## src/rtl/ex_iter_divider_pkg.sv

```systemverilog
// Shared types and constants for the EX-stage iterative divider.
// State encoding is 2-bit so debug taps and the hazard unit can read it directly.
package ex_iter_divider_pkg;

    localparam int DIV_DATA_W  = 32;
    localparam int DIV_CNT_W   = 5;
    // Cycles div_stall stays high for one divide: the accept cycle plus DATA_W steps.
    localparam int DIV_LATENCY = DIV_DATA_W + 1;

    typedef enum logic [1:0] {
        DIV_ST_IDLE = 2'd0,
        DIV_ST_BUSY = 2'd1,
        DIV_ST_DONE = 2'd2
    } div_state_e;

endpackage

```

## src/rtl/ex_iter_divider_if.sv

```systemverilog
// ES <-> divider connection. The master modport is the ES side, the slave is the divider.
// Handshake: ES raises div_req with operands and holds it; div_res_valid marks results;
// div_ack in a valid cycle consumes them; div_flush cancels and wins over ack and accept.
interface ex_iter_divider_if
    import ex_iter_divider_pkg::*;
#(
    parameter int DATA_W = 32
) ();

    logic              div_req;
    logic              div_signed;
    logic [DATA_W-1:0] div_src1;
    logic [DATA_W-1:0] div_src2;
    logic              div_ack;
    logic              div_flush;
    logic              div_stall;
    logic              div_busy;
    logic              div_res_valid;
    logic [DATA_W-1:0] div_quot;
    logic [DATA_W-1:0] div_rem;
    div_state_e        dbg_state;

    modport master (
        output div_req, div_signed, div_src1, div_src2, div_ack, div_flush,
        input  div_stall, div_busy, div_res_valid, div_quot, div_rem, dbg_state
    );

    modport slave (
        input  div_req, div_signed, div_src1, div_src2, div_ack, div_flush,
        output div_stall, div_busy, div_res_valid, div_quot, div_rem, dbg_state
    );

endinterface

```

## src/rtl/ex_iter_divider_restore_step.sv

```systemverilog
// One radix-2 restoring division step on magnitudes: shift {rem,quot} left by one,
// subtract the divisor from the widened partial remainder and keep it if non-negative.
module div_restore_step #(
    parameter int DATA_W = 32
) (
    input  logic [DATA_W-1:0] rem,
    input  logic [DATA_W-1:0] quot,
    input  logic [DATA_W-1:0] divisor,
    output logic [DATA_W-1:0] rem_next,
    output logic [DATA_W-1:0] quot_next
);

    logic [DATA_W:0] shifted;
    logic [DATA_W:0] trial;
    logic            trial_neg;

    // One extra bit so the shifted remainder (< 2*divisor) never overflows the trial.
    assign shifted   = {rem, quot[DATA_W-1]};
    assign trial     = shifted - {1'b0, divisor};
    assign trial_neg = trial[DATA_W];

    assign rem_next  = trial_neg ? shifted[DATA_W-1:0] : trial[DATA_W-1:0];
    assign quot_next = {quot[DATA_W-2:0], ~trial_neg};

endmodule

```

## src/rtl/ex_iter_divider.sv

```systemverilog
// Multi-cycle radix-2 restoring divider for div.w/div.wu/mod.w/mod.wu in EX.
// Fixed latency, no early-out; quotient and remainder are returned together.
module ex_iter_divider
    import ex_iter_divider_pkg::*;
#(
    parameter int DATA_W = 32,
    parameter int CNT_W  = 5
) (
    input logic         clk,
    input logic         resetn,
    ex_iter_divider_if.slave bus
);

    div_state_e        state;
    div_state_e        state_next;
    logic [CNT_W-1:0]  cnt;
    logic [DATA_W-1:0] rem_q;
    logic [DATA_W-1:0] quot_q;
    logic [DATA_W-1:0] divisor_q;
    logic              q_sign;
    logic              r_sign;
    logic [DATA_W-1:0] quot_out;
    logic [DATA_W-1:0] rem_out;

    logic              accept;
    logic              last_step;
    logic              src1_neg;
    logic              src2_neg;
    logic [DATA_W-1:0] src1_abs;
    logic [DATA_W-1:0] src2_abs;
    logic [DATA_W-1:0] rem_nx;
    logic [DATA_W-1:0] quot_nx;

    assign accept    = (state == DIV_ST_IDLE) && bus.div_req && !bus.div_flush;
    assign last_step = (cnt == CNT_W'(DATA_W - 1));

    // Magnitudes use plain wrap-around negate, so 0x80000000 stays 0x80000000.
    assign src1_neg = bus.div_signed && bus.div_src1[DATA_W-1];
    assign src2_neg = bus.div_signed && bus.div_src2[DATA_W-1];
    assign src1_abs = src1_neg ? -bus.div_src1 : bus.div_src1;
    assign src2_abs = src2_neg ? -bus.div_src2 : bus.div_src2;

    div_restore_step #(
        .DATA_W (DATA_W)
    ) u_step (
        .rem       (rem_q),
        .quot      (quot_q),
        .divisor   (divisor_q),
        .rem_next  (rem_nx),
        .quot_next (quot_nx)
    );

    always_ff @(posedge clk or negedge resetn) begin
        if (!resetn) begin
            state <= DIV_ST_IDLE;
        end else begin
            state <= state_next;
        end
    end

    always_comb begin
        state_next = state;
        if (bus.div_flush) begin
            state_next = DIV_ST_IDLE;
        end else begin
            case (state)
                DIV_ST_IDLE: if (accept)       state_next = DIV_ST_BUSY;
                DIV_ST_BUSY: if (last_step)    state_next = DIV_ST_DONE;
                DIV_ST_DONE: if (bus.div_ack)  state_next = DIV_ST_IDLE;
                default:                       state_next = DIV_ST_IDLE;
            endcase
        end
    end

    always_ff @(posedge clk or negedge resetn) begin
        if (!resetn) begin
            cnt       <= '0;
            rem_q     <= '0;
            quot_q    <= '0;
            divisor_q <= '0;
            q_sign    <= 1'b0;
            r_sign    <= 1'b0;
            quot_out  <= '0;
            rem_out   <= '0;
        end else begin
            if (accept) begin
                // Dividend magnitude enters the low half and is shifted out bit by bit.
                rem_q     <= '0;
                quot_q    <= src1_abs;
                divisor_q <= src2_abs;
                q_sign    <= bus.div_signed && (bus.div_src1[DATA_W-1] ^ bus.div_src2[DATA_W-1]);
                r_sign    <= src1_neg;
                cnt       <= '0;
            end else if (state == DIV_ST_BUSY && !bus.div_flush) begin
                rem_q  <= rem_nx;
                quot_q <= quot_nx;
                cnt    <= cnt + 1'b1;
                if (last_step) begin
                    quot_out <= q_sign ? -quot_nx : quot_nx;
                    rem_out  <= r_sign ? -rem_nx  : rem_nx;
                end
            end
        end
    end

    assign bus.div_busy      = (state != DIV_ST_IDLE);
    assign bus.div_res_valid = (state == DIV_ST_DONE);
    assign bus.div_stall     = bus.div_req && (state != DIV_ST_DONE);
    assign bus.div_quot      = quot_out;
    assign bus.div_rem       = rem_out;
    assign bus.dbg_state     = state;

endmodule

```

## src/flat_wrapper.sv

```systemverilog
// flat-port wrapper written by rule: the top's interface ports become plain ports
module ex_iter_divider_flat import ex_iter_divider_pkg::*;
#(
    parameter int DATA_W = 32,
    parameter int CNT_W  = 5
)
  (clk, resetn, bus_div_req, bus_div_signed, bus_div_src1, bus_div_src2, bus_div_ack, bus_div_flush, bus_div_stall, bus_div_busy, bus_div_res_valid, bus_div_quot, bus_div_rem, bus_dbg_state);
  ex_iter_divider_if #(.DATA_W(DATA_W)) bus_i ();
  input logic clk;
  input logic resetn;
  input wire logic [$bits(bus_i.div_req)-1:0] bus_div_req;
  input wire logic [$bits(bus_i.div_signed)-1:0] bus_div_signed;
  input wire logic [$bits(bus_i.div_src1)-1:0] bus_div_src1;
  input wire logic [$bits(bus_i.div_src2)-1:0] bus_div_src2;
  input wire logic [$bits(bus_i.div_ack)-1:0] bus_div_ack;
  input wire logic [$bits(bus_i.div_flush)-1:0] bus_div_flush;
  output wire logic [$bits(bus_i.div_stall)-1:0] bus_div_stall;
  output wire logic [$bits(bus_i.div_busy)-1:0] bus_div_busy;
  output wire logic [$bits(bus_i.div_res_valid)-1:0] bus_div_res_valid;
  output wire logic [$bits(bus_i.div_quot)-1:0] bus_div_quot;
  output wire logic [$bits(bus_i.div_rem)-1:0] bus_div_rem;
  output wire logic [$bits(bus_i.dbg_state)-1:0] bus_dbg_state;
  assign bus_i.div_req = bus_div_req;
  assign bus_i.div_signed = bus_div_signed;
  assign bus_i.div_src1 = bus_div_src1;
  assign bus_i.div_src2 = bus_div_src2;
  assign bus_i.div_ack = bus_div_ack;
  assign bus_i.div_flush = bus_div_flush;
  assign bus_div_stall = bus_i.div_stall;
  assign bus_div_busy = bus_i.div_busy;
  assign bus_div_res_valid = bus_i.div_res_valid;
  assign bus_div_quot = bus_i.div_quot;
  assign bus_div_rem = bus_i.div_rem;
  assign bus_dbg_state = bus_i.dbg_state;
  ex_iter_divider #(.DATA_W(DATA_W), .CNT_W(CNT_W)) u_core (.clk(clk), .resetn(resetn), .bus(bus_i));
endmodule
```

## config.mk

```make
export PLATFORM = sky130hd
export DESIGN_NAME = ex_iter_divider_flat
export DESIGN_NICKNAME = d
export VERILOG_FILES = /design/src/rtl/ex_iter_divider_pkg.sv /design/src/rtl/ex_iter_divider_if.sv /design/src/rtl/ex_iter_divider_restore_step.sv /design/src/rtl/ex_iter_divider.sv /design/src/flat_wrapper.sv
export SDC_FILE = /design/constraint.sdc
export NUM_CORES = 1
export LEC_CHECK = 0
export ABC_AREA = 1
export CAP_MARGIN = 5
export CORE_MARGIN = 2
export CORE_UTILIZATION = 50
export CTS_CLUSTER_SIZE = 12
export DETAILED_ROUTE_END_ITERATION = 10
export PLACE_DENSITY_LB_ADDON = 0.08
export RECOVER_POWER = 50
export SLEW_MARGIN = 0
export SYNTH_ARGS = -nofsm -noshare
export SYNTH_HDL_FRONTEND = slang
export SYNTH_HIERARCHICAL = 1
export SYNTH_SLANG_ARGS = --single-unit
export TNS_END_PERCENT = 5
```

## constraint.sdc

```tcl
create_clock -name clk -period 5.4 [get_ports clk]
set_input_delay 1.08 -clock clk [delete_from_list [all_inputs] [get_ports clk]]
set_output_delay 1.08 -clock clk [all_outputs]
set_load 0.005 [all_outputs]
```

==> metrics.csv <==
stage;metric;value;unit
status;outcome;finished with violations;
status;violations;capacitance limit, slew limit;
floorplanning;dieArea;28200;um2
synth;postSynth.asyncResetShare;1.00;
drt;detail_route.wl_per_cell;16.2;um
timing;max_slew.worst_pin.slew;2.57;ns
cts;cts.clk_slew.worst_paths;0.07;ns
timing;slew_viol_final;94;
finish;stdcell_area;15400;um2
timing;fmax;255;MHz
drt;drc;0;
cts;cts_tree;yes;
place;dp_hpwl;32.5;mm
finish;area_growth;14.3;%
finish;num_antenna_cells;0;
critical_path;cpMostUsedCell;nand2_1;
power_and_ir_drop;p_per_area;390;nW/um2
drt;first_pass_iters;6;
cts;cts.sinks;169;
power_and_ir_drop;leakagePower;8.37;nW
critical_path;crit_fanout;33;
floorplanning;ios;139;
worst_hold_path;hold_path.class;reg2reg;
place;io_buffers;138;
timing;worst_slack;1.47;ns
cts;cts_buffers;17;
critical_path;cp-end-kind;flop;
grt;busiest_layer;met1;
place;place_ws;1.62;ns
critical_path;slowest_delay;0.41;ns
grt;track_usage;0.298;
timing;fin_crit_sh;0.727;
cts;cts_setup_buffers;0;
synth;yosys.cell_types.count;45;
grt;grtUsageMet1;0.459;
critical_path;required;5.76;ns
timing;setup_tns;0;ns
timing;finalSetupViolCount;0;
job;drv_cap;2;
drt;vias_per_cell;5.39;
timing;rsz0062_at_grt;no;
timing;clock_skew;0.0165;ns
finish;nets;2329;
finish;drive_gt1_frac;0.0345;
grt;met2_usage;0.440;
grt;grt_pass1_wl;67.1;mm
grt;grtUsageMet3;0.0357;
grt;antenna_found_initial;0;
floorplanning;start_util;0.513;
cts;h-tree-depth;4;
drt;num_vias;13854;
synth;synth_cells;2148;
place;gp_congestion;0.986;
timing;whs;0.478;ns
timing;finalHoldViolCount;0;
grt;grt_overflow;0;
critical_path;start_kind;flop;
timing;min_period;3.93;ns
critical_path;cpMaxStageDelayCell;fa_1;
drt;wirelength;41.7;mm
floorplanning;die_x;168;um
floorplanning;core_area;26200;um2
synth;syn-cell-area;13400;um2
critical_path;worstPathArrival;4.28;ns
cts;worst_skew_pair.late_latency;0.43;ns
place;dpl_cell_area;14800;um2
floorplanning;die_height;168;um
timing;maxSlewHeadroom;-0.710;
synth;synthFlopType;dfrtp_1;
drt;drt_iter0_markers;1416;
synth;synth.avg_cell_area;6.25;um2
cts;cts_buffer_depth;2;
drt;ant_nets;0;
synth;synth.yosys.seq_area_share;0.315;
synth;synth-seq-cells;169;
grt;grt_pass1_vias;12752;
power_and_ir_drop;ir_drop;0.334;mV
synth;yosys_warnings;6;
synth;synth_edf_count;0;
grt;grt_start_max_net_pins;98;
finish;fillers;2601;
floorplanning;rows;59;
synth;synthesis.nets;2257;
cts;cts_resized;0;
cts;postCtsHoldBufs;0;
critical_path;crit_type;reg2reg;
cts;cts-root-buf;clkbuf_16;
[cell usage in the layout, fill, tap and decap left out, types with 6 or more instances in the layout]
cell,count
a22o_1,9
nor2_1,154
clkdlybuf4s50_1,103
o21bai_1,7
inv_6,7
dfrtp_1,169
nand2_2,10
nand4_1,36
nand3_1,178
nor2_2,8
nand3b_1,6
dlygate4sd3_1,34
xor2_1,65
inv_1,289
nor3_1,9
a21oi_1,35
o21ai_1,20
ha_1,38
o21ai_0,134
clkbuf_16,17
inv_2,6
nand2_1,831
[power breakdown]
part	switching, mW	internal (mW)	leakage (nW)
sequential	0.206	1.44	2.23
clock	0.554	0.697	0.282
combinational	2.12	0.971	5.85
[registers in the layout (all words and copies together) (netlist names)]
name and cells:
u_core/bus.dbg_state 2, u_core/q_sign 1, u_core/bus.div_quot 32, u_core/quot_q 32, u_core/cnt 5, u_core/rem_q 32
u_core/divisor_q 32, u_core/bus.div_rem 32, u_core/r_sign 1
[cell families (layout without fill, tap and decap cells)]
kind of cell	Yosys count	count (layout)	synth area share
adders and majority gates	39	39	0.0369
and+or+nand+nor	1255	1255	0.386
xor gates and xnor gates	70	70	0.0456
DFF	169	169	0.315
buffers and inverters	388	473	0.124
AOI/OAI and AO/OA	227	227	0.0927
[routing by layer]
layer,vias up,share of wire
li1,6846,-
met1,6384,0.49
met2,566,0.41
met3,58,0.077
met4,0,0.023
met5,-,0
[path summary, 6_finish.rpt]
path,start,to,slack (ns),cells after the start
max,u_core/quot_q[31],u_core/bus.div_rem[30],1.47,25
min,u_core/bus.div_rem[14],u_core/bus.div_rem[14],0.48,2
max reg2reg,u_core/quot_q[31],u_core/bus.div_rem[30],1.47,25
min reg2reg,u_core/bus.div_rem[14],u_core/bus.div_rem[14],0.48,2
max in group asynchronous,resetn,u_core/rem_q[6],1.80,2
min in group asynchronous,resetn,u_core/rem_q[28],0.68,1
[critical path: cells and delay by family (launching register included)]
kind	cells	cell delay, ns
compound gates	1	0.26
fa+ha+maj	3	0.83
buf+inv	3	0.32
flops	1	0.38
simple gates	18	2.06
[area by class of cell]
type	instances	area [um2]	share of cell area
clock buffer	19	433	0.0282
clock inverter	13	156	0.0102
inverter	295	1110	0.0721
multi-input combinational	1591	7560	0.492
sequential	169	4230	0.275
tap	335	419	0.0273
timing repair buffer	146	1450	0.0943
[metrics by stage]
step	total power [mW]	instances	util
after floorplan	3.91	2148	-
after global placement	4.62	2536	0.564
after detailed placement	4.66	2536	0.564
after CTS	5.93	2568	0.586
after global routing	6.47	2568	0.586
final	5.99	2568	0.586
[synthesized netlist by cell type, types with 2 or more instances]
cell type | instances | area (um2)
a21oi_1 | 35 | 175
a21oi_2 | 2 | 17.5
a22o_1 | 9 | 78.8
a31oi_1 | 5 | 31.3
and2_1 | 5 | 31.3
and3_1 | 2 | 12.5
buf_2 | 28 | 140
buf_4 | 37 | 278
buf_6 | 4 | 45.0
clkbuf_1 | 23 | 86.3
dfrtp_1 | 169 | 4230
ha_1 | 38 | 475
inv_1 | 289 | 1080
inv_2 | 6 | 22.5
nand2_1 | 832 | 3120
nand2_2 | 9 | 56.3
nand2_4 | 2 | 22.5
nand3_1 | 178 | 891
nand3_2 | 4 | 40.0
nand3b_1 | 6 | 45.0
nand4_1 | 36 | 225
nor2_1 | 155 | 582
nor2_2 | 8 | 50.1
nor3_1 | 9 | 45.0
o211ai_1 | 2 | 15.0
o21ai_0 | 134 | 671
o21ai_1 | 20 | 100
o21ai_2 | 2 | 17.5
o21bai_1 | 7 | 52.6
o221ai_1 | 2 | 17.5
o31ai_1 | 4 | 30.0
or2_1 | 3 | 18.8
or2_2 | 3 | 18.8
xnor2_1 | 5 | 43.8
xor2_1 | 65 | 569
Power figures use the tool's default switching activity.
